### config.mk
export PLATFORM = sky130hd
export DESIGN_NAME = wb_arbiter
export DESIGN_NICKNAME = d
export VERILOG_FILES = /design/src/rtl/wb_pkg.sv /design/src/rtl/wb_holdbuf.sv /design/src/rtl/wb_arbiter.sv
export SDC_FILE = /design/constraint.sdc
export NUM_CORES = 1
export LEC_CHECK = 0
export BUFFER_PORTS_ARGS = -buffer_cell sky130_fd_sc_hd__buf_2
export CAP_MARGIN = 20
export CORE_UTILIZATION = 51
export DETAILED_ROUTE_END_ITERATION = 10
export PLACE_DENSITY = 0.8
export SETUP_SLACK_MARGIN = 0.02
export SLEW_MARGIN = 20
export SYNTH_ARGS = -nofsm -noshare
export SYNTH_HDL_FRONTEND = slang
export SYNTH_HIERARCHICAL = 1
export SYNTH_SLANG_ARGS = --single-unit
### constraint.sdc
create_clock -name clock -period 2.5 [get_ports clock]
set_clock_uncertainty 0.2 [all_clocks]
set_input_delay 0.125 -clock clock [delete_from_list [all_inputs] [get_ports clock]]
set_output_delay 0.125 -clock clock [all_outputs]
set_load 0.03 [all_outputs]
### src/rtl/wb_pkg.sv
// wb_pkg: shared widths, arbiter state encoding and the writeback request
// record used by wb_arbiter and wb_holdbuf.
package wb_pkg;

  localparam int REG_W  = 5;
  localparam int DATA_W = 32;

  typedef enum logic [1:0] {
    IDLE  = 2'd0,
    HOLD  = 2'd1,
    FORCE = 2'd2
  } wb_state_e;

  // One writeback request: valid flag, destination register, write data.
  // The register field is called rd because "reg" is a reserved word.
  typedef struct packed {
    logic              valid;
    logic [REG_W-1:0]  rd;
    logic [DATA_W-1:0] data;
  } wb_req_t;

  localparam wb_req_t WB_REQ_NONE = '{valid: 1'b0, rd: '0, data: '0};

  // A request only turns into a regfile write when it targets a nonzero register.
  function automatic logic is_write(input wb_req_t req);
    return req.valid && (req.rd != {REG_W{1'b0}});
  endfunction

  // Saturating increment for the 4-bit starvation counter.
  function automatic logic [3:0] sat_inc4(input logic [3:0] value);
    return (value == 4'hF) ? value : (value + 4'd1);
  endfunction

endpackage

### src/rtl/wb_holdbuf.sv
// wb_holdbuf: single-entry holding buffer for a multdiv result that lost
// arbitration to the main pipeline. Load has priority over clear.
module wb_holdbuf
  import wb_pkg::*;
(
  input  logic              clock,
  input  logic              ctrl_reset,
  input  logic              load,
  input  logic              clear,
  input  wb_req_t           in_req,
  output logic              buf_valid,
  output logic [REG_W-1:0]  buf_reg,
  output logic [DATA_W-1:0] buf_data
);

  wb_req_t entry_r;

  // Capture a losing multdiv result, or drop the entry once it is consumed.
  always_ff @(posedge clock) begin
    if (ctrl_reset) begin
      entry_r <= WB_REQ_NONE;
    end else if (load) begin
      entry_r <= in_req;
    end else if (clear) begin
      entry_r <= WB_REQ_NONE;
    end else begin
      entry_r <= entry_r;
    end
  end

  assign buf_valid = entry_r.valid;
  assign buf_reg   = entry_r.rd;
  assign buf_data  = entry_r.data;

endmodule

### src/rtl/wb_arbiter.sv
// wb_arbiter: arbitrates the single regfile write port between the main
// pipeline writeback and the multdiv unit. A multdiv result that collides
// with a pipeline write is parked in wb_holdbuf and written on the next free
// cycle; if the pipeline keeps writing for STARVE_LIMIT cycles, the pipeline
// is stalled for one cycle so the parked result can drain.
// Optional feature: define WB_BYPASS_EN to add two combinational bypass
// read ports that forward the in-flight regfile write.
module wb_arbiter
  import wb_pkg::*;
#(
  parameter int STARVE_LIMIT = 4
) (
  input  logic              clock,
  input  logic              ctrl_reset,
  input  logic              pipe_valid,
  input  logic [REG_W-1:0]  pipe_reg,
  input  logic [DATA_W-1:0] pipe_data,
  input  logic              md_valid,
  input  logic [REG_W-1:0]  md_reg,
  input  logic [DATA_W-1:0] md_data,
  output logic              md_ready,
  output logic              ctrl_writeEn,
  output logic [REG_W-1:0]  ctrl_writeReg,
  output logic [DATA_W-1:0] data_writeReg,
  output logic              stall_pipe
`ifdef WB_BYPASS_EN
  ,
  input  logic [REG_W-1:0]  byp_readRegA,
  input  logic [REG_W-1:0]  byp_readRegB,
  output logic              byp_hitA,
  output logic              byp_hitB,
  output logic [DATA_W-1:0] byp_dataA,
  output logic [DATA_W-1:0] byp_dataB
`endif
);

  localparam logic [3:0] LIMIT_C = 4'(STARVE_LIMIT);

  wb_state_e         state_r;
  wb_state_e         state_next_s;
  logic [3:0]        cnt_r;
  logic [3:0]        cnt_next_s;
  logic [3:0]        cnt_inc_s;

  wb_req_t           pipe_req_s;
  wb_req_t           md_req_s;
  wb_req_t           buf_req_s;
  wb_req_t           grant_s;
  logic              pipe_wr_s;
  logic              md_wr_s;

  logic              buf_load_s;
  logic              buf_clear_s;
  logic              buf_valid_s;
  logic [REG_W-1:0]  buf_reg_s;
  logic [DATA_W-1:0] buf_data_s;

  logic              stall_s;
  logic              md_ready_s;

  logic              wr_en_r;
  logic [REG_W-1:0]  wr_reg_r;
  logic [DATA_W-1:0] wr_data_r;

  wb_holdbuf u_holdbuf (
    .clock      (clock),
    .ctrl_reset (ctrl_reset),
    .load       (buf_load_s),
    .clear      (buf_clear_s),
    .in_req     (md_req_s),
    .buf_valid  (buf_valid_s),
    .buf_reg    (buf_reg_s),
    .buf_data   (buf_data_s)
  );

  // Pack the three request sources into uniform records.
  always_comb begin
    pipe_req_s = '{valid: pipe_valid,  rd: pipe_reg,  data: pipe_data};
    md_req_s   = '{valid: 1'b1,        rd: md_reg,    data: md_data};
    buf_req_s  = '{valid: buf_valid_s, rd: buf_reg_s, data: buf_data_s};
    pipe_wr_s  = is_write(pipe_req_s);
    md_wr_s    = md_valid && (md_reg != {REG_W{1'b0}});
    cnt_inc_s  = sat_inc4(cnt_r);
  end

  // Arbitration FSM: next state, counter, buffer control and write grant.
  always_comb begin
    state_next_s = state_r;
    cnt_next_s   = cnt_r;
    grant_s      = WB_REQ_NONE;
    buf_load_s   = 1'b0;
    buf_clear_s  = 1'b0;
    stall_s      = 1'b0;
    md_ready_s   = 1'b0;
    if (ctrl_reset) begin
      // Register reset takes care of state; keep handshakes quiet meanwhile.
      state_next_s = IDLE;
      cnt_next_s   = 4'd0;
    end else begin
      case (state_r)
        IDLE: begin
          md_ready_s = 1'b1;
          cnt_next_s = 4'd0;
          if (pipe_wr_s) begin
            grant_s = pipe_req_s;
            // A same-register md result is already stale: the pipe wins.
            if (md_wr_s && (md_reg != pipe_reg)) begin
              buf_load_s   = 1'b1;
              cnt_next_s   = 4'd1;
              state_next_s = (LIMIT_C <= 4'd1) ? FORCE : HOLD;
            end else begin
              state_next_s = IDLE;
            end
          end else if (md_wr_s) begin
            grant_s      = md_req_s;
            state_next_s = IDLE;
          end else begin
            state_next_s = IDLE;
          end
        end
        HOLD: begin
          if (pipe_wr_s) begin
            grant_s = pipe_req_s;
            if (buf_valid_s && (pipe_reg == buf_reg_s)) begin
              // Write-after-write: the newer pipe value supersedes the buffer.
              buf_clear_s  = 1'b1;
              cnt_next_s   = 4'd0;
              state_next_s = IDLE;
            end else begin
              cnt_next_s   = cnt_inc_s;
              state_next_s = (cnt_inc_s >= LIMIT_C) ? FORCE : HOLD;
            end
          end else begin
            grant_s      = buf_req_s;
            buf_clear_s  = 1'b1;
            cnt_next_s   = 4'd0;
            state_next_s = IDLE;
          end
        end
        FORCE: begin
          // Pipeline holds its request this cycle; the buffer drains.
          stall_s      = 1'b1;
          grant_s      = buf_req_s;
          buf_clear_s  = 1'b1;
          cnt_next_s   = 4'd0;
          state_next_s = IDLE;
        end
        default: begin
          buf_clear_s  = 1'b1;
          cnt_next_s   = 4'd0;
          state_next_s = IDLE;
        end
      endcase
    end
  end

  // State and starvation counter registers.
  always_ff @(posedge clock) begin
    if (ctrl_reset) begin
      state_r <= IDLE;
      cnt_r   <= 4'd0;
    end else begin
      state_r <= state_next_s;
      cnt_r   <= cnt_next_s;
    end
  end

  // Registered regfile write port: one-cycle pulse per granted request.
  always_ff @(posedge clock) begin
    if (ctrl_reset) begin
      wr_en_r   <= 1'b0;
      wr_reg_r  <= {REG_W{1'b0}};
      wr_data_r <= {DATA_W{1'b0}};
    end else begin
      wr_en_r   <= grant_s.valid;
      wr_reg_r  <= grant_s.rd;
      wr_data_r <= grant_s.data;
    end
  end

  assign ctrl_writeEn  = wr_en_r;
  assign ctrl_writeReg = wr_reg_r;
  assign data_writeReg = wr_data_r;
  assign stall_pipe    = stall_s;
  assign md_ready      = md_ready_s;

`ifdef WB_BYPASS_EN
  // Forward the write currently on the regfile port to matching readers.
  always_comb begin
    byp_hitA  = 1'b0;
    byp_dataA = {DATA_W{1'b0}};
    byp_hitB  = 1'b0;
    byp_dataB = {DATA_W{1'b0}};
    if (wr_en_r && (byp_readRegA != {REG_W{1'b0}}) && (byp_readRegA == wr_reg_r)) begin
      byp_hitA  = 1'b1;
      byp_dataA = wr_data_r;
    end else begin
      byp_hitA  = 1'b0;
      byp_dataA = {DATA_W{1'b0}};
    end
    if (wr_en_r && (byp_readRegB != {REG_W{1'b0}}) && (byp_readRegB == wr_reg_r)) begin
      byp_hitB  = 1'b1;
      byp_dataB = wr_data_r;
    end else begin
      byp_hitB  = 1'b0;
      byp_dataB = {DATA_W{1'b0}};
    end
  end
`endif

endmodule

# [Word level (Yosys, flattened, before mapping)]
# Index checks and enable logic that the tools add are counted.
[totals] out_inout_bits=40 in_bits=78 register_bits=82 word_cells=53
[classes] eq_ne=5 reduce_logical=8 n_lt_le_gt_ge=1 add_sub_neg=1 mux=30
[ops] operator="38-bit 2-to-1 mux" count=5
[ops] operator="38-bit case mux with 3 select lines" count=1
[ops] operator="1-bit 2-to-1 mux" count=14
[ops] operator="4-bit 2-to-1 mux" count=3
[ops] operator="5-bit nonzero test" count=2
[ops] operator="2-bit 2-to-1 mux" count=4
[ops] operator="4-bit case mux with 2 select lines" count=1
[ops] operator="5-bit == test" count=1
[ops] operator="5-bit != test" count=1
[ops] operator="4-bit by 1-bit adder with 4-bit output (second input constant)" count=1
[ops] operator="4-bit == test (second input constant)" count=1
[ops] operator="4-bit by 3-bit greater-or-equal comparator with 1-bit output (second input constant)" count=1
[ops] operator="1-bit logical AND" count=4
[ops] operator="2-bit case mux with 2 select lines" count=1
[ops] operator="2-bit by 1-bit == test with 1-bit output (second input constant)" count=1
[ops] operator="2-bit == test (second input constant)" count=1
[ops] operator="2-bit zero test" count=1
[ops] operator="1-bit case mux with 2 select lines" count=1
[ops] operator="2-bit nonzero test" count=1

# [Depth between registers and ports, before layout]
[depth] depth_word=8 depth_mapped=9 ltp_nobuf=6

# [Cells and area by module]
# Netlist, hierarchy kept.
[modules_own_cells] mod="wb_arbiter" cells_each=197 area_per_inst_um2=2021.9 instances=1 seq_area_each_um2=880.8
[modules_own_cells] mod="wb_holdbuf" cells_each=169 area_per_inst_um2=1714.1 instances=1 seq_area_each_um2=760.7

# [Worst setup path before layout]
# Ideal clock, no wire load.
[synth_path] path_kind="flip-flop to flip-flop" from="reg state_r[0]" to="reg u_holdbuf.entry_r (netlist bit u_holdbuf/buf_data[11])" arrival_time_ns=2.465 period_less_slack_ns=2.812 t_required_ns=2.154 setup_time_ns=0.146 path_buffers=2 stages_incl_launch_ff=8 setup_slack_ns=-0.312 cell_sequence="dfxtp_1 clkbuf_1 nor3_1 o211ai_1 a31o_2 nor2_1 buf_1 o32ai_2"
[synth_between] elab_chain_len=4 elab_cells_between_ends=8 cone_classes="1 x eq/ne; 5 x mux; 2 x reduce/logical"
[synth_rtl] element="from (decl)" line_no="wb_arbiter.sv:39" source="wb_state_e state_r;"
[synth_rtl] element="from (signal assigned)" line_no="wb_arbiter.sv:163" source="state_r <= state_next_s;"
[synth_rtl] element="2-bit zero test (*)" line_no="wb_arbiter.sv:100" source="case (state_r)"
[synth_rtl] element="1-bit 2-to-1 mux (*)" line_no="wb_arbiter.sv:100"
[synth_rtl] element="1-bit 2-to-1 mux (*)" line_no="wb_arbiter.sv:95" source="if (ctrl_reset) begin"
[synth_rtl] element="net buf_load_s" line_no="wb_arbiter.sv:52" source="logic buf_load_s;"
[synth_rtl] element="38-bit 2-to-1 mux / 2-bit nonzero test (equally long branches)"
[synth_rtl] element="to (signal assigned)" line_no="wb_holdbuf.sv:23" source="entry_r <= in_req;"
[synth_rtl] element="to (signal assigned)" line_no="wb_holdbuf.sv:27" source="entry_r <= entry_r;"
[synth_rtl] element="to (decl)" line_no="wb_holdbuf.sv:16" source="wb_req_t entry_r;"
# The timed path passes the listed nets; every way through them passes the cells marked *.
# A chain may end at the register's enable or synchronous reset.

# [Worst setup path after layout]
[layout_path] from="in pipe_reg[1]" to="reg wr_reg_r[3] (netlist: ctrl_writeReg[3])"
[layout_between] elab_chain_len=4 elab_cells_between_ends=5 cone_classes="3 x mux; 2 x reduce/logical"
[layout_rtl] element="from (decl)" line_no="wb_arbiter.sv:16" source="input logic [REG_W-1:0] pipe_reg,"
[layout_rtl] element="5-bit nonzero test (*)" line_no="wb_pkg.sv:26" source="return req.valid && (req.rd != {REG_W{1'b0}});"
[layout_rtl] element="1-bit logical AND (*)" line_no="wb_pkg.sv:26"
[layout_rtl] element="38-bit 2-to-1 mux, on equally long branches" line_no="wb_arbiter.sv:122, wb_arbiter.sv:104"
[layout_rtl] element="38-bit case mux with 3 select lines (*)" line_no="wb_arbiter.sv:100"
[layout_rtl] element="to (signal assigned)" line_no="wb_arbiter.sv:172" source="wr_reg_r <= {REG_W{1'b0}};"
[layout_rtl] element="to (signal assigned)" line_no="wb_arbiter.sv:176" source="wr_reg_r <= grant_s.rd;"
[layout_rtl] element="to (decl)" line_no="wb_arbiter.sv:62" source="logic [REG_W-1:0] wr_reg_r;"
# Every way passes the cells marked *; elsewhere a longest branch is shown, timed or not.

==> results by group <==
Worst setup path
  • Reg2Reg Setup Slack: 300 ps
  • Reg2reg end: u_holdbuf/buf_reg[2]
  • CP Capture Point: ctrl_writeReg[3]
  • Crit Path Category: in -> reg
  • Critical path peak fanout: 6
  • Register-to-Register Path Depth: 7
  • Critical Path RT: 2590 ps
  • Worst Setup SP: pipe_reg[1]
  • Arrival time worst endpoint: 2510 ps
  • Crit. End Element: flop
  • Startpoint types: primary input
  • R2R Path Start: u_holdbuf/buf_reg[4]

Power
  • Power density cells: 546 nW/µm²
  • Leak: 2.47 nW
  • Peak supply drop: 0.361 mV
  • Total chip power: 2.94 mW

Timing
  • Worst Tran Pin Value: 563 ps
  • Final setup violation count: 0
  • Slew headroom: 62.4%
  • Hold Fails Final Rpt: 0
  • RSZ-0062 raised after global routing: yes
  • Max Clk Rate: 414 MHz
  • Max Slew Vio Count: 0
  • Final min period: 2410 ps
  • Final worst-path cycle share: 96.6%
  • Setup TNS: 0 ps

Yosys
  • Library cells used by synthesis: 48
  • Mean Syn Cell Area: 10.2 µm²
  • Asr flop ratio synth: 0%
  • Yosys warnings: 6
  • Top post-synthesis cells by area: dfxtp_1, o32ai_2, a22o_1
  • #FFs+latches synth: 82
  • Syn_nets: 445
  • Synthesized instance count: 366
  • Library cell with the largest summed area after synthesis: dfxtp_1
  • Predominant post-synthesis flop cell: dfxtp_1
  • Post-synthesis sequential area ratio: 43.9%
  • Synth top area share: 43.9%
  • Post-synthesis cell area: 3740 µm²
  • Number of synthesized flops with an enable pin: 0

CTS
  • Clock root cell: clkbuf_8
  • CTS tree: done
  • Num CTS Buffers: 9
  • Max clock buf depth: 2
  • CTS clk-pin slew, worst paths: 80 ps
  • H-tree levels: 3
  • Clk_lat worst skew: 350 ps
  • Clock sink total: 82

Routing
  • DR vias/cell: 5.40
  • Total number of vias: 3534
  • Drt initial violations: 164
  • DRT Wirelength: 10.1 mm
  • Pre-antenna DRT Iters: 4
  • DRC Markers: 0
  • DR WL/cell: 15.4 µm
  • Final ANT Viol Nets: 0

Die
  • Core region area: 6940 µm²
  • Initial Util: 53.8%
  • Core Rows: 30
  • DIE HEIGHT: 87.6 µm
  • Ports: 118
  • DIE WIDTH: 87.6 µm
  • Die footprint: 7670 µm²

Outcome
  • Status: complete, no violations

Place
  • Gp weighted congestion: 0.951
  • Placed Area: 4410 µm²
  • Placed Cells: 561
  • Post-DP HPWL: 6.13 mm
  • I/O Buffers: 117

Global route
  • Vias in the first global route: 3635
  • Pin count of the biggest net entering global routing: 42
  • First-pass GRT wire length: 16.4 mm
  • Total track usage: 27.8%
  • Antenna violations before repair: 0
  • Total grt overflow: 0

Finish
  • P&R area growth vs syn: 44.3%
  • Ant. Diodes: 0
  • Finished Layout Cells: 655
  • Fin area: 5390 µm²
  • NumNets Final: 633
  • Layout cells sized above 1: 33.3%
  • Final core utilization: 77.6%

Worst hold path
  • Hold/Removal Path Class: in -> reg
  • Hold path cells: 3

Job
  • Max-cap violations: 0
## layout by cell type, fill, tap and decap left out, types with 3 or more instances in the layout
| master | synthesis | final |
|---|---|---|
| buf_2 | 16 | 117 |
| nor2_1 | 4 | 3 |
| dlygate4sd3_1 | 0 | 75 |
| a211oi_1 | 3 | 3 |
| o32ai_1 | 7 | 7 |
| a221o_1 | 3 | 3 |
| buf_4 | 1 | 11 |
| xnor2_1 | 4 | 4 |
| a21o_1 | 32 | 32 |
| a22o_1 | 32 | 32 |
| nor3_1 | 4 | 3 |
| o32ai_2 | 30 | 30 |
| o21ai_0 | 4 | 4 |
| dfxtp_1 | 82 | 82 |
| buf_12 | 0 | 3 |
| nand2_1 | 40 | 40 |
| clkbuf_8 | 0 | 11 |
| inv_1 | 38 | 38 |
| nor2b_1 | 5 | 4 |
| xor2_1 | 7 | 7 |
## area by class of cell
type,instances,area (µm²)
multi-input combinational,215,1780
sequential,82,1640
fill,459,1550
timing repair buffer,208,1500
clock buffer,12,155
inverter,38,143
tap,96,120
clock inverter,4,48.8
## how the worst min path moves through the flow
stage	startpoint	endpoint	slack [ps]
after floorplan	md_data[23]	data_writeReg[23]	30
after global placement	md_data[10]	data_writeReg[10]	140
after detailed placement	md_data[6]	data_writeReg[6]	140
after CTS	pipe_reg[4]	ctrl_writeReg[4]	2
after global routing	pipe_reg[4]	ctrl_writeReg[4]	70
final	pipe_reg[4]	ctrl_writeReg[4]	20
## stage by stage
| step | worst slack (ps) | hold slack, ps |
|---|---|---|
| 2_1_floorplan | 109 | 34.8 |
| 3_3_place_gp | 312 | 139 |
| 3_5_place_dp | 338 | 139 |
| 4_1_cts | 49.4 | 2.48 |
| 5_1_grt | -1.86 | 74.2 |
| 6_report | 85.8 | 19.2 |
## cell families (layout without fill, tap and decap cells)
| family | after synthesis | in the layout | share of synthesized area, % |
|---|---|---|---|
| other cells | 1 | 1 | 0.100 |
| flops | 82 | 82 | 43.9 |
| simple gates | 72 | 72 | 9.34 |
| compound gates | 129 | 129 | 34.5 |
| mux | 1 | 1 | 0.268 |
| buf+inv | 69 | 262 | 8.98 |
| xor+xnor | 11 | 11 | 2.58 |
| fa+ha+maj | 1 | 1 | 0.335 |
## synthesized netlist by cell type (2+ instances only)
cell type and count:
a21boi_0 2, and2_1 2, buf_6 7, nor2_1 4, o32ai_1 7, xor2_1 7
a21o_1 32, o211ai_1 2, nor4_1 2, a211oi_1 3, and2_0 2, o32ai_2 30
inv_1 38, a31oi_1 2, a221o_1 3, buf_2 16, o21ai_0 4, nor3b_1 2
o22ai_1 2, nor2b_1 5, nor4b_1 2, clkbuf_1 6, a22o_1 32, nand2_1 40
nor3_1 4, nand4_1 2, xnor2_1 4, dfxtp_1 82, a31o_2 2, nand3_1 2
## critical path, cell delays in order
cell	delay (ps)
dlygate4sd3_1	540
buf_2	170
or4_4	560
o21ai_4	160
buf_6	120
nand4_1	110
a31oi_1	170
dlygate4sd3_1	550
## per-layer routing
layer / vias to the layer above / track usage (%) / wire (µm)
met5: - / 0 / 0
met4: 0 / 13.9 / 281
met3: 31 / 4.05 / 462
met2: 136 / 50.6 / 5120
met1: 1657 / 31.7 / 4240
li1: 1710 / - / -
## what timing repair did
item                                    in CTS  in global routing
endpoints found under the setup margin       0                  9
resized for setup                            0                  2
buffers inserted                             0                  3
hold buffers                                75                  0
endpoints found under the hold margin       75                  0
## where the power goes
| part | total (mW) | internal (mW) | switching, mW |
|---|---|---|---|
| logic | 0.558 | 0.263 | 0.295 |
| registers | 1.40 | 1.37 | 0.0273 |
| clock network | 0.989 | 0.517 | 0.472 |
| total | 2.94 | 2.15 | 0.794 |
No activity file was read; power rests on OpenSTA's default activity.
